[config.mk]
export PLATFORM = sky130hd
export DESIGN_NAME = ula_8bits_mestre
export DESIGN_NICKNAME = d
export VERILOG_FILES = /design/src/rtl/ula_8bits_mestre.sv
export SDC_FILE = /design/constraint.sdc
export NUM_CORES = 1
export LEC_CHECK = 0
export BUFFER_PORTS_ARGS = -buffer_cell sky130_fd_sc_hd__buf_2
export CAP_MARGIN = 15
export CORE_ASPECT_RATIO = 2
export CORE_UTILIZATION = 50
export CTS_CLUSTER_SIZE = 40
export DETAILED_ROUTE_END_ITERATION = 8
export GPL_ROUTABILITY_DRIVEN = 0
export PLACE_DENSITY = 0.73
export SKIP_CTS_REPAIR_TIMING = 1
export SKIP_LAST_GASP = 1
export SLEW_MARGIN = 10
export SYNTH_ARGS = -nofsm -noshare
export SYNTH_HDL_FRONTEND = slang
export SYNTH_SLANG_ARGS = --single-unit
[constraint.sdc]
create_clock -name clk -period 3.2 [get_ports clk]
set_clock_uncertainty 0.1 [all_clocks]
set_input_delay 0.48 -clock clk [delete_from_list [all_inputs] [get_ports clk]]
set_output_delay 0.48 -clock clk [all_outputs]
set_load 0.02 [all_outputs]
[src/rtl/ula_8bits_mestre.sv]
// Command-side master for the combinational 8-bit ALU: registers one request onto the ALU
// inputs, waits LAT cycles, then queues the tagged, error-checked result in a response FIFO.
module ula_8bits_mestre #(
    parameter int LAT   = 1,
    parameter int DEPTH = 4,
    parameter int TAG_W = 4
) (
    input  logic             clk,
    input  logic             rst,
    input  logic             cmd_valid,
    output logic             cmd_ready,
    input  logic [7:0]       cmd_A,
    input  logic [7:0]       cmd_B,
    input  logic [3:0]       cmd_Sel_Op,
    input  logic [TAG_W-1:0] cmd_tag,
    output logic [7:0]       A,
    output logic [7:0]       B,
    output logic [3:0]       Sel_Op,
    input  logic [15:0]      Resultado,
    output logic             resp_valid,
    input  logic             resp_ready,
    output logic [15:0]      resp_dado,
    output logic [TAG_W-1:0] resp_tag,
    output logic             resp_erro
);
    localparam int PW = (DEPTH > 1) ? $clog2(DEPTH) : 1;
    localparam int CW = PW + 1;
    localparam logic [CW-1:0] DEPTH_C = CW'(DEPTH);

    typedef enum logic [0:0] {
        OCIOSO = 1'b0,
        APLICA = 1'b1
    } estado_t;

    estado_t          state_r;
    estado_t          state_s;
    logic [3:0]       cnt_r;
    logic [TAG_W-1:0] tag_r;
    logic [PW-1:0]    wr_ptr_r;
    logic [PW-1:0]    rd_ptr_r;
    logic [CW-1:0]    count_r;
    logic [15:0]      dado_mem [DEPTH];
    logic [TAG_W-1:0] tag_mem  [DEPTH];
    logic             erro_mem [DEPTH];
    logic             accept_s;
    logic             push_s;
    logic             pop_s;
    logic             erro_s;
    logic [15:0]      dado_s;

    // Divide/modulo by zero and unassigned opcodes are flagged; everything else is a legal result.
    function automatic logic op_erro(input logic [3:0] op, input logic [7:0] b);
        logic e;
        case (op)
            4'b0011, 4'b0100:                   e = (b == 8'd0);
            4'b0101, 4'b1101, 4'b1110, 4'b1111: e = 1'b1;
            default:                            e = 1'b0;
        endcase
        return e;
    endfunction

    assign cmd_ready  = (state_r == OCIOSO) && (count_r < DEPTH_C) && !rst;
    assign accept_s   = cmd_valid && cmd_ready;
    assign push_s     = (state_r == APLICA) && (cnt_r == 4'd0);
    assign resp_valid = (count_r != {CW{1'b0}});
    assign pop_s      = resp_valid && resp_ready;
    assign erro_s     = op_erro(Sel_Op, B);
    assign dado_s     = erro_s ? 16'd0 : Resultado;
    assign resp_dado  = dado_mem[rd_ptr_r];
    assign resp_tag   = tag_mem[rd_ptr_r];
    assign resp_erro  = erro_mem[rd_ptr_r];

    // Next-state logic for the request FSM.
    always_comb begin
        state_s = state_r;
        case (state_r)
            OCIOSO: begin
                if (accept_s) state_s = APLICA;
                else          state_s = OCIOSO;
            end
            APLICA: begin
                if (push_s) state_s = OCIOSO;
                else        state_s = APLICA;
            end
            default: state_s = OCIOSO;
        endcase
    end

    // FSM state, registered ALU operands and settle counter.
    always_ff @(posedge clk) begin
        if (rst) begin
            state_r <= OCIOSO;
            A       <= 8'd0;
            B       <= 8'd0;
            Sel_Op  <= 4'd0;
            tag_r   <= {TAG_W{1'b0}};
            cnt_r   <= 4'd0;
        end else begin
            state_r <= state_s;
            if (accept_s) begin
                A      <= cmd_A;
                B      <= cmd_B;
                Sel_Op <= cmd_Sel_Op;
                tag_r  <= cmd_tag;
                cnt_r  <= 4'(LAT - 1);
            end else if ((state_r == APLICA) && (cnt_r != 4'd0)) begin
                cnt_r <= cnt_r - 4'd1;
            end
        end
    end

    // Response storage; a result is written only when the settle time has elapsed.
    always_ff @(posedge clk) begin
        if (push_s && !rst) begin
            dado_mem[wr_ptr_r] <= dado_s;
            tag_mem[wr_ptr_r]  <= tag_r;
            erro_mem[wr_ptr_r] <= erro_s;
        end
    end

    // FIFO pointers and occupancy; pointers wrap naturally because DEPTH is a power of two.
    always_ff @(posedge clk) begin
        if (rst) begin
            wr_ptr_r <= {PW{1'b0}};
            rd_ptr_r <= {PW{1'b0}};
            count_r  <= {CW{1'b0}};
        end else begin
            if (push_s) wr_ptr_r <= wr_ptr_r + PW'(1);
            if (pop_s)  rd_ptr_r <= rd_ptr_r + PW'(1);
            case ({push_s, pop_s})
                2'b10:   count_r <= count_r + CW'(1);
                2'b01:   count_r <= count_r - CW'(1);
                default: count_r <= count_r;
            endcase
        end
    end
endmodule

# [Word level (Yosys, flattened, before mapping)]
# Memories as Yosys holds them, arrays and structs flattened. A register that Yosys moved wholly into a read port is not among the register bits.
# Cells that the tools add are included.
[word_totals] register_bits=36 mem_bits_rw=84 out_inout_bits=43 word_cells=57 memories=3
[op_classes] addsub=5 n_lt_le_gt_ge=1 eq_ne=8 muxes=14 bitwise=1 reduce_logical=16
[memory_table] memory="dado_mem" words=4 word_bits=16 rd=1 rd_clocked_by_memory_dff=1 write_ports=1 line_no="42" text="logic [15:0] dado_mem [DEPTH];"
[memory_table] memory="tag_mem" words=4 word_bits=4 rd=1 rd_clocked_by_memory_dff=1 write_ports=1 line_no="43" text="logic [TAG_W-1:0] tag_mem [DEPTH];"
[memory_table] memory="erro_mem" words=4 word_bits=1 rd=1 rd_clocked_by_memory_dff=1 write_ports=1 line_no="44" text="logic erro_mem [DEPTH];"
[ops] operator="16-bit 2-to-1 mux" count=1
[ops] operator="4-bit equality test, second input constant" count=3
[ops] operator="2-bit 2-to-1 mux" count=6
[ops] operator="4-bit by 3-bit equality test with 1-bit output, second input constant" count=2
[ops] operator="8-bit zero test" count=1
[ops] operator="1-bit logical AND" count=7
[ops] operator="3-bit case mux with 2 select lines" count=1
[ops] operator="2-bit by 1-bit adder with 2-bit output, second input constant" count=2
[ops] operator="4-bit by 2-bit equality test with 1-bit output, second input constant" count=1
[ops] operator="4-bit zero test" count=1
[ops] operator="1-bit 2-to-1 mux" count=4
[ops] operator="1-bit case mux with 2 select lines" count=2
[ops] operator="4-bit nonzero test" count=1
[ops] operator="2-bit OR reduction" count=2
[ops] operator="4-bit OR reduction" count=1
[ops] operator="4-bit by 1-bit subtractor with 4-bit output, second input constant" count=1
[ops] operator="3-bit by 1-bit adder with 3-bit output, second input constant" count=1
[ops] operator="3-bit < comparator, second input constant" count=1
[ops] operator="3-bit nonzero test" count=1
[ops] operator="3-bit by 1-bit subtractor with 3-bit output, second input constant" count=1
[ops] operator="2-bit by 1-bit equality test with 1-bit output, second input constant" count=1
[ops] operator="2-bit equality test, second input constant" count=1
[ops] operator="2-bit nonzero test" count=1
[ops] operator="1-bit zero test" count=1
[ops] operator="1-bit inverter" count=1

# [Depth between registers and ports, before layout]
[logic_depth] ltp_word=6 mapped_depth=10 ltp_nobuf=10

# [Least setup slack after synthesis]
# Ideal clock, no wire load.
[synth_path] path_type="reg-to-reg" from="reg cnt_r[0]" to="mem dado_mem[0][0], enable pin" setup_ns=0.379 arrival_ns=1.826 required_time_ns=2.721 setup_slack_ns=0.894 stages_incl_launch_ff=6 path_buffers=0 period_less_slack_ns=2.306 cell_sequence="dfxtp_1 -> inv_1 -> ha_1 -> or3b_2 -> nor3_1 -> and2_1"
[synth_via] elab_chain_cells=5
[synth_rtl] element="start: declaration" line_no="37" text="logic [3:0] cnt_r;"
[synth_rtl] element="start signal: assignment" line_no="105" text="cnt_r <= 4'(LAT - 1);"
[synth_rtl] element="start signal: assignment" line_no="107" text="cnt_r <= cnt_r - 4'd1;"
[synth_rtl] element="4-bit zero test" line_no="64" text="assign push_s = (state_r == APLICA) && (cnt_r == 4'd0);"
[synth_rtl] element="1-bit logical AND" line_no="64"
[synth_rtl] element="1-bit logical AND" line_no="114" text="if (push_s && !rst) begin"
[synth_rtl] element="1-bit 2-to-1 mux" line_no="114"
[synth_rtl] element="1-bit 2-to-1 mux (implied by the code)" line_no="115" text="dado_mem[wr_ptr_r] <= dado_s;"
[synth_rtl] element="end: declaration" line_no="42"
# Every way passes these cells.

==> results.ini <==
[final_layout]
diodes=0
area_growth_pct=25.3
nets=469
layout-drive-gt1-share_pct=34.2

[synthesis]
synthTopCellsByArea=edfxtp_1, dfxtp_1, mux4_2
synth_area_mm2=0.00479
synthArstFlopShare_pct=0
ys.flop_type=edfxtp_1
synth-edff-count=84
syn_nets=372
syn_area_per_cell_um2=15.0
synth_area_leader_cell=edfxtp_1
yosysWarningCount=0
ys_ff_latch=122
synth_cell_type_count=37
ys_seq_area_share_pct=68.6
synth_top_area_share_pct=52.7
synthCells=320

[critical_path]
reg2reg_from=cnt_r[0]$_SDFFE_PP0P_
critPathArrivalTime_ns=1.87
path_max_fanout=21
crit_path_start_kind=flop
reg2reg_setup_slack_ns=0.87
cp-end-kind=output pin
reg2reg_depth=6
r2r_end=tag_mem[1][0]$_DFFE_PP_
crit_type=flop to output pin
crit_required_ns=2.62

[timing]
tightest_slew_ns=0.907
slew_headroom_pct=39.5
hold_slack_ns=0.208
period_needed_ns=2.45
rsz0062_at_grt=no
hold_viol=0
fin_crit_sh_pct=76.6
setup_viol=0
setup_tns_ns=0
fmax_ghz=0.408
drv_slew=0

[global_routing]
grt_overflow_total=0
use_met2_pct=36.1
grt_pass1_vias=3055
grt_use_met3_pct=6.83
grt_max_degree=38
gr-max-usage-layer=met2
use_met1_pct=21.0
grtUsageTotal_pct=20.3
grt_pass1_wl_um=14800
antenna_found_initial=0

[clocking]
cts.reportedPaths.clkPinSlew_ns=0.05
cts_tree=done
cts_root_buffer=clkbuf_16
h-tree-depth=4
clockBufferDepth=2
clock_sinks=122
clk_latency_ns=0.41
cts_buffers=17

[power_and_ir_drop]
intPower_mw=3.65
p_leak_nw=2.24
p_per_area_mw_per_mm2=802
seqPwrFrac_pct=38.2
power_switching_mw=1.16
ir_worst_vdd_mv=0.522
power_frac_comb_pct=16.4
swShare_pct=24.1
p_total_mw=4.81
power_frac_clock_pct=45.3

[floorplanning]
initial_core_util_pct=51.3
coreArea_mm2=0.00932
die_height_um=140
dieArea_mm2=0.00999
rows=50
io_pins=87
dieWidth_um=71.2

[worst_hold_path]
hp-class=primary input to flop
min-delay-start=cmd_A[0]
hold_path_end=A[0]$_SDFFE_PP0P_
min_path_cells=3

[routing]
wl_um=9340
drt_iter0_drc=115
via_count=2920
drc=2
final_antenna_net_count=0
wire_per_inst_um=17.5
drt_pass1_iterations=8
viasPerCell=5.47

[place]
dp_hpwl_um=6000
port_buffers=86

[outcome]
status=finished, violations left
violations=design-rule violations

[flow_run]
drv_cap=0

power by group through the flow:
stage | sequential [mW] | clock, mW | combinational (mW)
floorplan | 1.88 | 0 | 0.572
global placement | 1.87 | 0 | 0.787
detailed placement | 1.87 | 0 | 0.800
CTS | 1.84 | 2.21 | 0.804
global route | 1.85 | 2.28 | 0.855
finish | 1.84 | 2.18 | 0.790
critical path: stages (launching register included):
cell and delay, ns:
dfxtp_1 0.30, buf_4 0.37, mux4_2 0.59, buf_2 0.18
area by class of cell:
| cell class | instances | area (µm²) |
|---|---|---|
| fillers | 670 | 3320 |
| flip-flops and latches | 122 | 3280 |
| multi-input cells | 172 | 1380 |
| repair buffers | 95 | 498 |
| clock buffers | 18 | 429 |
| clock inverters | 14 | 248 |
| well taps | 104 | 130 |
| inverters | 9 | 33.8 |
sequential cells by signal (all words and copies together) (netlist names), named ones only:
name and count:
Sel_Op 4, count_r 3, wr_ptr_r 2, tag_r 4, A 8, rd_ptr_r 2, dado_mem 64, B 8
state_r 1, tag_mem 16, cnt_r 4, erro_mem 4
kinds of logic after synthesis:
kind of cell | synth area share [%]
buffers and inverters | 2.64
AO/OA/AOI/OAI | 4.29
adder cells (fa/ha/maj) | 2.25
XOR/XNOR | 1.10
AND/OR/NAND/NOR | 10.8
multiplexers | 10.3
flip-flops | 68.6
worst max-delay path by stage:
stage	cells after the start	endpoint
CTS	3	resp_tag[0]
floorplan	5	dado_mem[0][0]$_DFFE_PP_
global route	3	resp_tag[0]
detailed placement	10	count_r[2]$_SDFFE_PP0P_
global placement	10	count_r[2]$_SDFFE_PP0P_
finish	3	resp_tag[2]
per-stage QoR:
stage | instance area [µm²] | std cells | setup WS, ns | utilization (%)
CTS | 6000 | 534 | 0.712 | 64.3
detailed placement | 5320 | 502 | 0.885 | 57.1
floorplan | 4790 | 320 | 0.894 | -
finish | 6000 | 534 | 0.749 | 64.3
global route | 6000 | 534 | 0.669 | 64.3
global placement | 5320 | 502 | 0.938 | 57.1
per-layer routing:
metal | share of wire [%] | wire [µm] | up-vias
met5 | 0 | 0 | -
met4 | 2.1 | 192 | 0
met3 | 5.2 | 482 | 15
met2 | 56 | 5230 | 101
met1 | 37 | 3440 | 1418
li1 | - | - | 1386
placed cells by master (no fill, tap or decap), drive strengths merged, types with 5 or more instances in the layout:
cell    count
a21oi      29
buf        95
bufinv      7
clkbuf     18
clkinv      5
dfxtp      38
edfxtp     84
ha          7
inv        11
mux4       21
nand2      49
nor2        9
nor3b      18
cell usage after synthesis (2+ instances only):
master	count
xnor2_1	2
and2_1	4
o21ai_0	3
buf_6	3
or3_1	3
buf_2	5
nand2_1	49
nor3_1	4
mux4_2	21
ha_1	7
nor3b_1	18
inv_1	9
dfxtp_1	38
edfxtp_1	84
nor2_1	9
clkbuf_1	8
mux2i_1	2
a21oi_1	29
xor2_1	4
Note: power is estimated with default switching activity, not from simulation.
